## src/rtl/lp805x_prescaler.sv

```systemverilog
// -----------------------------------------------------------------------------
// lp805x_prescaler
//
// Purpose:
//   Turns the 3-bit prescaler index from the frequency-select scheduler into a
//   periodic, single-cycle clock-enable tick. The divide ratio is 2^index, so
//   the tick period runs from 1 to 128 clk cycles.
//
//   By default, a new index is staged and applied only on a tick boundary.
//   Downstream timers and the UART therefore never see a shortened or
//   stretched period.
//
// Configuration macro:
//   LP805X_PRESC_IMMEDIATE_EN
//     Defined: a load while running takes effect at once. The period counter
//     restarts and the current period is abandoned. The pending output is
//     tied to 0.
//     Undefined (default): loads made while running are staged until the
//     next boundary.
//
// Parameters:
//   CNT_W     : period counter width. Must be >= 7 so that a ratio of 128 fits.
//   RST_INDEX : index loaded into the current and staged index on reset.
//
// Ports:
//   clk       in   system clock, all logic on the rising edge
//   rst       in   asynchronous active-high reset
//   index     in   [2:0] requested prescaler index
//   load      in   single-cycle strobe that samples index
//   enable    in   level; 1 = generate ticks, 0 = idle
//   tick      out  registered, one clk wide, once per 2^cur_index cycles
//   run       out  registered, 1 while running
//   pending   out  registered, 1 while a loaded index awaits a boundary
//   cur_index out  [2:0] registered index currently governing the period
// -----------------------------------------------------------------------------
module lp805x_prescaler #(
  parameter int         CNT_W     = 7,
  parameter logic [2:0] RST_INDEX = 3'd0
) (
  input  logic       clk,
  input  logic       rst,
  input  logic [2:0] index,
  input  logic       load,
  input  logic       enable,
  output logic       tick,
  output logic       run,
  output logic       pending,
  output logic [2:0] cur_index
);

  typedef enum logic {
    ST_IDLE = 1'b0,
    ST_RUN  = 1'b1
  } state_t;

  state_t           state_q, state_d;
  logic [CNT_W-1:0] cnt_q, cnt_d;
  logic [2:0]       cur_q, cur_d;
  logic [2:0]       pend_q, pend_d;
  logic             pending_q, pending_d;
  logic             tick_q, tick_d;

  // Terminal count of the current period: 2^cur - 1.
  // Only the low bits can be set, so the value always fits in CNT_W >= 7.
  logic [CNT_W-1:0] last;
  assign last = (CNT_W'(1) << cur_q) - CNT_W'(1);

  logic at_boundary;
  assign at_boundary = (cnt_q == last);

  always_comb begin
    state_d   = state_q;
    cnt_d     = cnt_q;
    cur_d     = cur_q;
    pend_d    = pend_q;
    pending_d = pending_q;
    tick_d    = 1'b0;

    case (state_q)
      ST_IDLE: begin
        cnt_d = '0;
        // While idle there is no period in flight, so a load applies directly.
        // A simultaneous enable then starts the run with the new ratio.
        if (load) begin
          cur_d = index;
        end
        if (enable) begin
          state_d = ST_RUN;
        end
      end

      ST_RUN: begin
        if (!enable) begin
          state_d = ST_IDLE;
          cnt_d   = '0;
          // Flush any staged index so that the next run starts with it.
          if (pending_q) begin
            cur_d     = pend_q;
            pending_d = 1'b0;
          end
`ifdef LP805X_PRESC_IMMEDIATE_EN
        end else if (load) begin
          // Abandon the current period and count the new ratio from this edge.
          cur_d = index;
          cnt_d = '0;
`endif
        end else if (at_boundary) begin
          cnt_d  = '0;
          tick_d = 1'b1;
          // A load on the boundary edge itself beats the staged value.
          if (load) begin
            cur_d     = index;
            pending_d = 1'b0;
          end else if (pending_q) begin
            cur_d     = pend_q;
            pending_d = 1'b0;
          end
        end else begin
          cnt_d = cnt_q + CNT_W'(1);
          // Back-to-back loads overwrite the staging register: the last one wins.
          if (load) begin
            pend_d    = index;
            pending_d = 1'b1;
          end
        end
      end

      default: begin
        state_d = ST_IDLE;
        cnt_d   = '0;
      end
    endcase
  end

  always_ff @(posedge clk or posedge rst) begin
    if (rst) begin
      state_q   <= ST_IDLE;
      cnt_q     <= '0;
      cur_q     <= RST_INDEX;
      pend_q    <= RST_INDEX;
      pending_q <= 1'b0;
      tick_q    <= 1'b0;
    end else begin
      state_q   <= state_d;
      cnt_q     <= cnt_d;
      cur_q     <= cur_d;
      pend_q    <= pend_d;
      pending_q <= pending_d;
      tick_q    <= tick_d;
    end
  end

  assign tick      = tick_q;
  assign run       = (state_q == ST_RUN);
  assign cur_index = cur_q;
`ifdef LP805X_PRESC_IMMEDIATE_EN
  assign pending   = 1'b0;
`else
  assign pending   = pending_q;
`endif

endmodule

```

## config.mk

```make
export PLATFORM = sky130hd
export DESIGN_NAME = lp805x_prescaler
export DESIGN_NICKNAME = d
export VERILOG_FILES = /design/src/rtl/lp805x_prescaler.sv
export SDC_FILE = /design/constraint.sdc
export NUM_CORES = 1
export LEC_CHECK = 0
export CAP_MARGIN = 5
export CORE_UTILIZATION = 45
export DETAILED_ROUTE_END_ITERATION = 6
export GPL_ROUTABILITY_DRIVEN = 0
export GPL_TIMING_DRIVEN = 0
export PLACE_DENSITY_LB_ADDON = 0.08
export SYNTH_ARGS = -nofsm -noshare
export SYNTH_HDL_FRONTEND = slang
export SYNTH_SLANG_ARGS = --single-unit
```

## constraint.sdc

```tcl
create_clock -name clk -period 3.6 [get_ports clk]
set_input_delay 0.54 -clock clk [delete_from_list [all_inputs] [get_ports clk]]
set_output_delay 0.54 -clock clk [all_outputs]
set_load 0.02 [all_outputs]
```

==> summary by stage, run 1 <==
Clocking
The number of buffers on the longest clock path is 2. The count of instances resized after the clock tree is built is 0. The H-tree depth is 1. The number of hold buffers added after CTS was 0.

For the worst-skew pair, the clock arrives at the later sink with an insertion delay of about 0.29 ns. The clock drives 16 sinks. The tree is rooted in a clkbuf_4.

Clock-pin slew was measured on the worst setup and hold paths at approximately 0.09 ns. The post-CTS setup buffer count is 0. TritonCTS built the clock tree. TritonCTS created 3 clock buffers.

Setup path
The worst-path maximum fanout is 10. The worst setup path is launched from a flip-flop. For this run, the slowest stage of the critical path takes between 0.4 and 0.5 ns. Together, buffers and inverters on the worst path number 2.

In this run the register-to-register setup slack is between 0.8 and 0.9 ns. Data on the critical path arrives at its endpoint at ~3 ns. STA classifies the critical path endpoint as a flip-flop.

The startpoint identified for the worst register-to-register timing path is cur_index[0]$_DFFE_PP0P_. The most frequent cell on the critical path is buf_6. In this design, the largest share of critical-path delay is due to simple AND/OR/NAND/NOR gates.

The critical path goes through buf_6, or3_1, ha_1, buf_6, xnor2_1, and4_1, o311ai_4, o31ai_4, mux2_2. The slowest stage of the critical path is the dfrtp_1 cell. The most critical setup path has its startpoint at cur_index[0]$_DFFE_PP0P_. The logic depth of the worst setup path including buffers is 9.

The classification of the worst setup path is reg2reg. For the worst setup path, the data required time is around 3.8 ns. The length in cells of the worst reg-to-reg path is 9.

Global route
The via count of the first global-routing pass was 890. Entering global routing, the biggest net connects 17 pins. The overall global routing resource usage is 0.209. The first global-routing pass estimated between 4 and 5 mm of wire.

The number of antenna violations at the first check in global routing is 0. After global routing the overflow that remains totals 0.

Placement
The estimated wirelength of the detail-placed design is approximately 1.7 mm. The number of I/O port buffers is 12. In this run the cell area measured after placement is around 0.0013 sq mm. The total instance count after detailed placement is ~150.

Logic synthesis
The async set or reset register ratio after synthesis is 1.00. The post-synth net total is approximately 120. After synthesis the netlist holds a flip-flop and latch count of 16. The commonest register cell after synthesis is dfrtp_1. The number of distinct library cells after synthesis is 42. The synthesized design contains 0 enable-type register cells. The number of synthesis warnings is 0. The average instance in the mapped netlist occupies 9.91 sq um.

The area of the mapped netlist is about 0.0011 sq mm. The share of the yosys chip area belonging to registers is 0.358. The number of standard cells after synthesis is about 110.

Power and ir drop
The sum of internal, switching and leakage power is slightly above 600 uW. The worst-case IR drop observed on VDD is 0.302 mV. The ratio of total power to cell area is approximately 470 mW/mm^2. The leakage power figure is about 0.00054 uW.

Final layout
After filler insertion, the fill cell instance count of the layout stands at 200. The area added between synthesis and finish is 17.1%. The number of diodes is 0. The non-filler instance count after layout is 157. The total non-filler cell area in the finished layout is around 0.0013 sq mm. Of the cells placed in the final design, the portion with a size suffix greater than 1 is 0.163. The net count of the finished layout is about 140. The library cells used most frequently in the layout, excluding fill and tap cells, are nor2_1 (16), dfrtp_1 (16), clkdlybuf4s50_1 (12).

Routing
After detailed routing, the total wire length is between 2 and 2.5 mm. The via count of the routed design is ~940. After the first detailed-routing iteration, the DRC count stood at 44. In the routed layout, each cell is associated on average with a via count of 6.01. The number of DRC violations after detailed routing is 0. The pre-antenna-repair detailed-routing pass consisted of 4 iterations.

In this run the remaining antenna-violating nets after routing total 0. In the final routed layout, each cell accounts on average for around 15 microns.

Worst hold path
Counting instances, the worst hold path has a depth of 1. The origin of the worst min-delay path is pend_q[2]$_DFFE_PP0P_. The worst hold path belongs to the class reg2reg.

Die
The total area inside the core boundary comes to 0.00228 sq mm. The die outline height is ~52 microns. In this run the core area contains 17 standard-cell rows. The starting density of the core is 0.492. The die outline area is 0.00269 sq mm. The count of pins on the block boundary is 13. The floorplan step set the die width to roughly 52 microns.

STA
The worst-margin pin slew is about 0.60 ns. After layout, the minimum clock period comes to around 2.8 ns. The max-slew violation count is 0.

Setup repair after global routing left no endpoint under its margin. For this run, the top clock speed supported by timing is 359 MHz. In this run the tightest slew margin relative to its limit is 0.599. The final-report hold violation count is 0. The post-route fraction of the period consumed by the critical path is 0.774. Across all hold checks on the routed design, the worst slack comes to approximately 0.52 ns. The final clock skew is between 0.0008 and 0.0009 ns. The total negative slack is 0 ns. Setup violations remaining at the end of the flow were counted as 0.

Run status
The flow ran to the end, and the final reports show no timing, DRC or antenna violations.

Job
The number of maximum-capacitance constraint violations is 0.
==> final timing paths <==
check | to
max | pend_q[0]$_DFFE_PP0P_
min | pend_q[2]$_DFFE_PP0P_
max reg2reg | pend_q[0]$_DFFE_PP0P_
min reg2reg | pend_q[2]$_DFFE_PP0P_
max in group asynchronous | pending$_DFFE_PP0P_
min in group asynchronous | cnt_q[5]$_DFF_PP0_
==> flip-flops by register name, indices dropped and copies added, names as in the netlist <==
register / cells
cnt_q: 7
cur_index: 3
pend_q: 3
pending: 1
run: 1
tick: 1
==> worst reg2reg max path: cells and delay by family, from the launching register on <==
kind / cells / cell delay [ns]
simple gates: 2 / 0.66
compound gates: 2 / 0.54
flops: 1 / 0.42
mux: 1 / 0.36
buf+inv: 2 / 0.29
fa+ha+maj: 1 / 0.22
xor+xnor: 1 / 0.18
==> logic make-up after synthesis <==
kind of cell / after synthesis / synth area share
compound gates: 30 / 0.245
buf+inv: 10 / 0.0559
mux: 6 / 0.0570
flops: 16 / 0.358
xor+xnor: 10 / 0.0849
simple gates: 39 / 0.178
fa+ha+maj: 2 / 0.0223
==> area by class of cell <==
| type | count | area (sq um) | share of cell area |
|---|---|---|---|
| Multi-Input combinational cell | 87 | 657 | 0.501 |
| Tap cell | 28 | 35.0 | 0.0267 |
| Clock buffer | 4 | 36.3 | 0.0277 |
| Timing Repair Buffer | 12 | 120 | 0.0916 |
| Sequential cell | 16 | 400 | 0.305 |
| Buffer | 7 | 51.3 | 0.0391 |
| Inverter | 3 | 11.3 | 0.00859 |
==> through the flow <==
step / utilization / setup slack, ns
after floorplan: - / 0.920
after global placement: 0.560 / 0.853
after detailed placement: 0.560 / 0.810
after CTS: 0.576 / 0.790
after global routing: 0.576 / 0.678
final: 0.576 / 0.814
==> Yosys cell counts, types with 2 or more instances <==
master     n  share of area
o311ai_4   2          0.047
nand2_1    3          0.010
or4_1      3          0.020
ha_1       2          0.022
o21ai_0    3          0.013
and3_1     3          0.017
nor2_1    16          0.054
a211o_1    3          0.023
xnor2_1    6          0.047
a222oi_1   3          0.027
buf_6      2          0.020
buf_2      2         0.0089
buf_4      2          0.013
dfrtp_1   16           0.36
mux2_2     3          0.030
a21oi_1    8          0.036
nand3_1    5          0.022
inv_1      3          0.010
xor2_1     3          0.023
mux2i_1    3          0.027
==> where the power goes <==
part | switching (uW) | internal (uW) | total (uW) | leakage, uW
clock network | 60.3 | 61.7 | 122 | 0.0000210
logic | 155 | 118 | 273 | 0.000318
registers | 18.1 | 197 | 215 | 0.000204
==> layer usage <==
layer / vias to the layer above / track usage / wire [microns]
met3: 5 / 0.0292 / 75
met4: 0 / 0.104 / 40
met1: 457 / 0.288 / 1120
met2: 27 / 0.316 / 1120
met5: - / 0 / 0
li1: 454 / - / -
No activity file was read; power rests on OpenSTA's default activity.
==> run 2: changes to the inputs <==
==> constraint.sdc (replaced) <==
create_clock -name clk -period 2.43 [get_ports clk]
set_input_delay 0.3645 -clock clk [delete_from_list [all_inputs] [get_ports clk]]
set_output_delay 0.3645 -clock clk [all_outputs]
set_load 0.02 [all_outputs]
==> summary by stage, run 2 (same netlist as run 1, synthesis figures left out) <==
Run status
The run finished, with violations left. The final reports fail on setup timing.

STA
The minimum setup slack in the final design is -0.0634 ns (-0.878 ns). The timing-limited maximum frequency is 401 MHz (+12%). The final clock skew is 0.00683 ns (+0.00601 ns).

The final count of negative-setup-slack endpoints was 11 (+11). The clock period minus worst slack was 2.49 ns (-0.292 ns). The final-report hold violation count is 0 (unchanged).

The headroom to the max-slew limit is 0.570 (-0.0297). Setup repair after global routing could not meet its margin everywhere. The max-slew violation count came to 0 (unchanged).

The post-route fraction of the period consumed by the critical path came to 1.03 (+0.252). The worst-margin pin slew is 0.645 ns (+0.0444 ns).

Clocking
The root buffer cell chosen for the clock tree is clkbuf_4. The count of clock tree sinks was 16 (unchanged). The CTS clock-pin slew for the worst setup and hold paths came to 0.10 ns (about the same).

The number of buffers on the longest clock path was 2 (unchanged). The clock tree from TritonCTS is yes. The number of buffers inserted by hold repair at cts is 0 (unchanged). The number of buffers created by CTS is 3 (unchanged). The clock latency reported for the late side of the worst-skew pair was 0.29 ns (about the same). The H-tree depth came to 1 (unchanged).

Placement
The number of I/O port buffers is 12 (unchanged). The estimated wirelength of the detail-placed design came to 1.68 mm (-1.3%). The total instance count after detailed placement is 153 (unchanged).

Routing
The routed via count divided by cell count came to 5.88 (-2.1%). The wire length reported by the detailed router came to 2.74 mm (+16%). The number of nets with antenna violations after routing is 0 (unchanged). The routed length per placed instance is 16.3 microns (+8.6%). The number of detailed-routing iterations run before antenna repair was 5 (+1). The number of DRC violations after detailed routing is 0 (unchanged). The violation count after the first detailed-routing iteration came to 29 (-34%). The via count of the routed design is 988 (+4.8%).

Global route
The wire length of the first global-routing pass is 4.43 mm (+7.3%). The via count of the first global-routing pass came to 932 (+4.7%). The number of antenna violations at the first check in global routing is 0 (unchanged). The overall global routing resource usage is 0.232 (+0.0229).

The largest net degree at the start of global routing is 17 (unchanged). The total grt overflow is 0 (unchanged).

Final layout
The multi-input combinational cell area is 757 sq um (+15%). The area added between synthesis and finish is 32.6%. The register bank with the most flops is cnt_q. The fraction of final layout cells with drive strength greater than 1 came to 0.314 (+0.151).

In the layout the commonest cells are nor2_1 (16), dfrtp_1 (13), clkdlybuf4s50_1 (12), buf_4 (12), a21oi_1 (7). The flip-flop count of the largest register, all copies and words added came to 7 (unchanged). The final-layout fill cell count came to 210 (+5.0%).

The non-filler instance count after layout came to 168 (+7.0%). The most common library cell in the layout ignoring fill and taps is nor2_1. The area occupied by registers is 404 sq um (+0.94%).

The number of diodes came to 0 (unchanged). The net count of the finished layout was 150 (+7.9%).

Setup path
The required time of the critical path is 2.62 ns (-1.17 ns). The type of destination of the critical path is a flip-flop. The worst-path maximum fanout is 8 (-2). The data arrival at the endpoint of the critical path is 2.68 ns (-0.29 ns).

STA classifies the critical path startpoint as a flip-flop. The classification of the worst setup path is reg2reg.

Die
The count of pins on the block boundary is 13 (unchanged). The die outline height is 51.9 microns (unchanged). The die outline width is 51.9 microns (unchanged).

The placeable core region is 0.00228 sq mm (unchanged). The die outline area was 0.00269 sq mm (unchanged). The row count is 17 (unchanged).

The starting density of the core is 0.492 (unchanged).

Power and ir drop
The ratio of total power to cell area was 711 mW/mm^2 (+53%). The sum of internal, switching and leakage power came to 1060 uW (+73%). The leakage power figure is 0.000619 uW (+14%). The maximum vdd ir drop is 0.393 mV (+30%).

Job
The number of maximum-capacitance constraint violations came to 0 (unchanged).

Worst hold path
The worst min-delay path category is in2async.
## run 2: cell count changes in the layout (fill, tap and decap cells not counted), sizes merged
cell,before,now
buf,6,17
## run 2: final timing paths
check | startpoint | to | slack [ns] | depth (start not counted)
setup / recovery | cur_index[0]$_DFFE_PP0P_ | pend_q[0]$_DFFE_PP0P_ | -0.06 | 7
hold / removal | rst | tick$_DFF_PP0_ | 0.45 | 2
setup reg to reg | cur_index[0]$_DFFE_PP0P_ | pend_q[0]$_DFFE_PP0P_ | -0.06 | 7
hold reg to reg | pend_q[2]$_DFFE_PP0P_ | pend_q[2]$_DFFE_PP0P_ | 0.53 | 1
max in group asynchronous | rst | cur_index[0]$_DFFE_PP0P_ | 1.53 | 2
min in group clk | pend_q[2]$_DFFE_PP0P_ | pend_q[2]$_DFFE_PP0P_ | 0.53 | 1
## run 2: through the flow
step / area (sq um) / TNS [ns] / utilization / setup slack, ns / hold slack, ns
after floorplan: 1150 / -0.724 / - / -0.187 / 0.278
after global placement: 1310 / -2.34 / 0.574 / -0.323 / 0.490
after detailed placement: 1310 / -2.50 / 0.574 / -0.353 / 0.506
after CTS: 1410 / -0.652 / 0.621 / -0.123 / 0.455
after global routing: 1490 / -1.56 / 0.653 / -0.146 / 0.533
final: 1490 / -0.317 / 0.653 / -0.0634 / 0.448
## run 2: cell type report
cell class / instances / share of cell area
well taps: 28 / 0.0236
inverters: 3 / 0.00758
plain buffers: 4 / 0.0168
flip-flops and latches: 16 / 0.272
multi-input cells: 87 / 0.510
repair buffers: 26 / 0.152
clock buffers: 4 / 0.0177
## run 2: power by group
part	internal, uW	switching, uW	leakage [uW]	total, uW
Sequential	295	26.2	0.000202	321
Clock	63.8	88.6	0.0000150	152
Combinational	290	293	0.000402	583
## run 2: repair_timing
item | in CTS | in global routing
gates resized for setup | 7 | 8
endpoints found under the setup margin | 15 | 14
gates cloned | 0 | 1
hold endpoints to repair | 0 | 0
buffers inserted | 9 | 4
pin swaps | 5 | 13
## run 2: layer usage
| layer | wire [microns] | up-vias | share of wire | GRT usage |
|---|---|---|---|---|
| met2 | 1280 | 30 | 0.47 | 0.355 |
| met4 | 17 | 0 | 0.0062 | 0.0901 |
| li1 | - | 484 | - | - |
| met5 | 0 | - | 0 | 0 |
| met3 | 109 | 2 | 0.040 | 0.0351 |
| met1 | 1330 | 472 | 0.48 | 0.325 |
## run 2: worst max-delay path: stages, from the launching register on
cell and delay [ns]:
dfrtp_2 0.43, or3_4 0.41, ha_4 0.20, xnor2_2 0.18, and4_4 0.26, o311ai_4 0.14, o31ai_4 0.41, mux2_4 0.34
==> run 3: changes to the inputs <==
--- a/config.mk
+++ b/config.mk
@@ -6,7 +6,9 @@
 export NUM_CORES = 1
 export LEC_CHECK = 0
 export CAP_MARGIN = 5
+export CORE_ASPECT_RATIO = 0.7
 export CORE_UTILIZATION = 45
+export CTS_CLUSTER_DIAMETER = 200
 export DETAILED_ROUTE_END_ITERATION = 6
 export GPL_ROUTABILITY_DRIVEN = 0
 export GPL_TIMING_DRIVEN = 0
@@ -14,3 +16,4 @@
 export SYNTH_ARGS = -nofsm -noshare
 export SYNTH_HDL_FRONTEND = slang
 export SYNTH_SLANG_ARGS = --single-unit
+export TNS_END_PERCENT = 5
==> summary by stage, run 3 (same netlist as run 1, synthesis figures left out) <==
Setup path
The critical path is of the reg2reg type. The data arrival at the endpoint of the critical path is 2.72 ns (+0.04 ns). The largest stage delay on the critical path is 0.44 ns (about the same). The worst-path maximum fanout is 7 (-1). The type of element launching the critical path is a flip-flop.

Among all stages on the critical path, the largest delay is contributed by dfrtp_2. Walking the worst path, the cells encountered are or3_4, ha_4, xnor2_2, a31oi_2, o311ai_4, o31ai_4, mux2_4. The required time of the critical path is 2.62 ns (about the same). The type of destination of the critical path is a flip-flop.

Placement
The setup slack after placement is -0.372 ns (-0.0192 ns). The post-placement cell area came to 0.00128 sq mm (-1.9%). The number of I/O port buffers is 12 (unchanged). The estimated wirelength of the detail-placed design is 1.82 mm (+8.5%).

STA
The post-route fraction of the period consumed by the critical path is 1.04 (+0.0143). The clock period minus worst slack is 2.53 ns (+0.0348 ns). The max-slew violation count came to 0 (unchanged). The total negative slack is -0.518 ns (-0.201 ns). Setup repair after global routing could not meet its margin everywhere. The final count of negative-setup-slack endpoints was 10 (-1). The hold slack is 0.431 ns (-0.0173 ns). The minimum setup slack in the final design is -0.0982 ns (-0.0348 ns). The headroom to the max-slew limit is 0.550 (-0.0196). The final clock skew was 0.00412 ns (-0.00271 ns). The timing-limited maximum frequency came to 396 MHz (-1.4%). The final-report hold violation count is 0 (unchanged). The worst-margin pin slew is 0.674 ns (+0.0286 ns).

Routing
The violation count after the first detailed-routing iteration is 86 (+200%). The number of nets with antenna violations after routing is 0 (unchanged). The sum of met3 wire segment lengths after detailed routing came to 177 microns (+62%).

The via count of the routed design is 1001 (+1.3%). The routed via count divided by cell count was 5.85 (-0.46%). The sum of met2 wire segment lengths after detailed routing is 1.32 mm (+3.0%). The routed length per placed instance is 17.2 microns (+5.4%). The wire length reported by the detailed router is 2.94 mm (+7.3%).

After detailed routing, no signal wire sits above met4. The detailed-routing wirelength on met1 came to 1.42 mm (+7.1%). The number of detailed-routing iterations run before antenna repair is 7 (+2). The number of DRC violations after detailed routing is 0 (unchanged).

Die
The count of pins on the block boundary is 13 (unchanged). The placeable core region came to 0.00224 sq mm (-1.5%). The row count was 14 (-3). The die outline area is 0.00270 sq mm (+0.12%). The die outline height was 43.7 microns (-16%).

The starting density of the core is 0.499 (+0.00741). The die outline width is 61.6 microns (+19%).

Clocking
The H-tree depth came to 1 (unchanged). The clock tree from TritonCTS is yes. The CTS clock-pin slew for the worst setup and hold paths is 0.10 ns (about the same). The number of buffers on the longest clock path is 2 (unchanged). The number of buffers created by CTS was 3 (unchanged). The count of clock tree sinks is 16 (unchanged). The tree is rooted in a clkbuf_4. The clock latency reported for the late side of the worst-skew pair is 0.30 ns (about the same).

Global route
The number of antenna violations at the first check in global routing came to 0 (unchanged). The overall global routing resource usage was 0.237 (+0.00543). The wire length of the first global-routing pass came to 4.55 mm (+2.8%). The via count of the first global-routing pass is 886 (-4.9%). The total grt overflow is 0 (unchanged). The largest net degree at the start of global routing is 17 (unchanged).

Power and ir drop
The sum of internal, switching and leakage power is 1120 uW (+5.6%). The maximum vdd ir drop is 0.405 mV (+3.0%). The ratio of total power to cell area is 735 mW/mm^2 (+3.4%).

The leakage power figure was 0.000628 uW (+1.4%).

Final layout
The fraction of final layout cells with drive strength greater than 1 is 0.345 (+0.0310). The net count of the finished layout is 149 (-0.67%). The number of diodes is 0 (unchanged).

From synthesis to final layout, the design area changed by 35.5%. The area occupied by registers was 404 sq um (unchanged). The multi-input combinational cell area was 771 sq um (+1.8%). The register bank with the most flops is cnt_q. The final-layout fill cell count came to 193 (-8.1%). The library cells used most frequently in the layout, excluding fill and tap cells, are nor2_1 (15), dfrtp_1 (13), clkdlybuf4s50_1 (12). Leaving out fill and tap cells, the most frequent cell in the layout is nor2_1. The total non-filler cell area in the finished layout is 0.00152 sq mm (+2.2%). The flip-flop count of the largest register, all copies and words added is 7 (unchanged).

Run status
The run finished, with violations left. The checks that failed: setup timing.

Job
The number of maximum-capacitance constraint violations is 0 (unchanged).

Worst hold path
The worst min-delay path category is in2async.
run 3: cell count changes in the layout (fill, tap and decap cells not counted), sizes merged:
cell | previous run | this run
inv | 3 | 2
clkinvlp | 0 | 1
buf | 17 | 16
run 3: repair_timing:
action | CTS | global route
hold buffers | 0 | 0
pin swaps | 7 | 15
buffers inserted | 10 | 3
gates resized for setup | 14 | 15
endpoints found under the setup margin | 14 | 14
run 3: where the power goes:
part | internal, uW | switching, uW
Combinational | 300 | 304
Sequential | 295 | 29.9
Clock | 91.5 | 96.2
run 3: path summary, 6_finish.rpt:
check	startpoint	endpoint	slack, ns	depth (start not counted)
setup / recovery	cur_index[2]$_DFFE_PP0P_	pend_q[0]$_DFFE_PP0P_	-0.1	7
hold / removal	rst	cnt_q[4]$_DFF_PP0_	0.43	2
setup reg to reg	cur_index[2]$_DFFE_PP0P_	pend_q[0]$_DFFE_PP0P_	-0.1	7
hold reg to reg	pend_q[1]$_DFFE_PP0P_	pend_q[1]$_DFFE_PP0P_	0.52	1
max in group asynchronous	rst	cur_index[0]$_DFFE_PP0P_	1.55	2
min in group clk	enable	run$_DFF_PP0_	0.52	1
run 3: worst max-delay path, delay by kind of cell, from the launching register on:
kind | cells | cell delay (ns)
xor gates and xnor gates | 1 | 0.14
and+or+nand+nor | 1 | 0.42
muxes | 1 | 0.34
adders and majority gates | 1 | 0.26
AOI/OAI and AO/OA | 3 | 0.83
DFF | 1 | 0.44
run 3: layout make-up:
cell class / count / area share
inverters: 3 / 0.00989
repair buffers: 25 / 0.149
flip-flops and latches: 16 / 0.266
plain buffers: 4 / 0.0165
well taps: 32 / 0.0264
clock buffers: 4 / 0.0239
multi-input cells: 87 / 0.508
run 3: through the flow:
stage	cells	util
global route	171	0.677
finish	171	0.677
floorplan	113	-
detailed placement	157	0.571
global placement	157	0.571
CTS	169	0.642
run 3: per-layer routing:
layer | global-route usage | vias to the layer above
li1 | - | 476
met1 | 0.372 | 477
met2 | 0.323 | 43
met3 | 0.0716 | 5
met4 | 0.0400 | 0
met5 | 0 | -
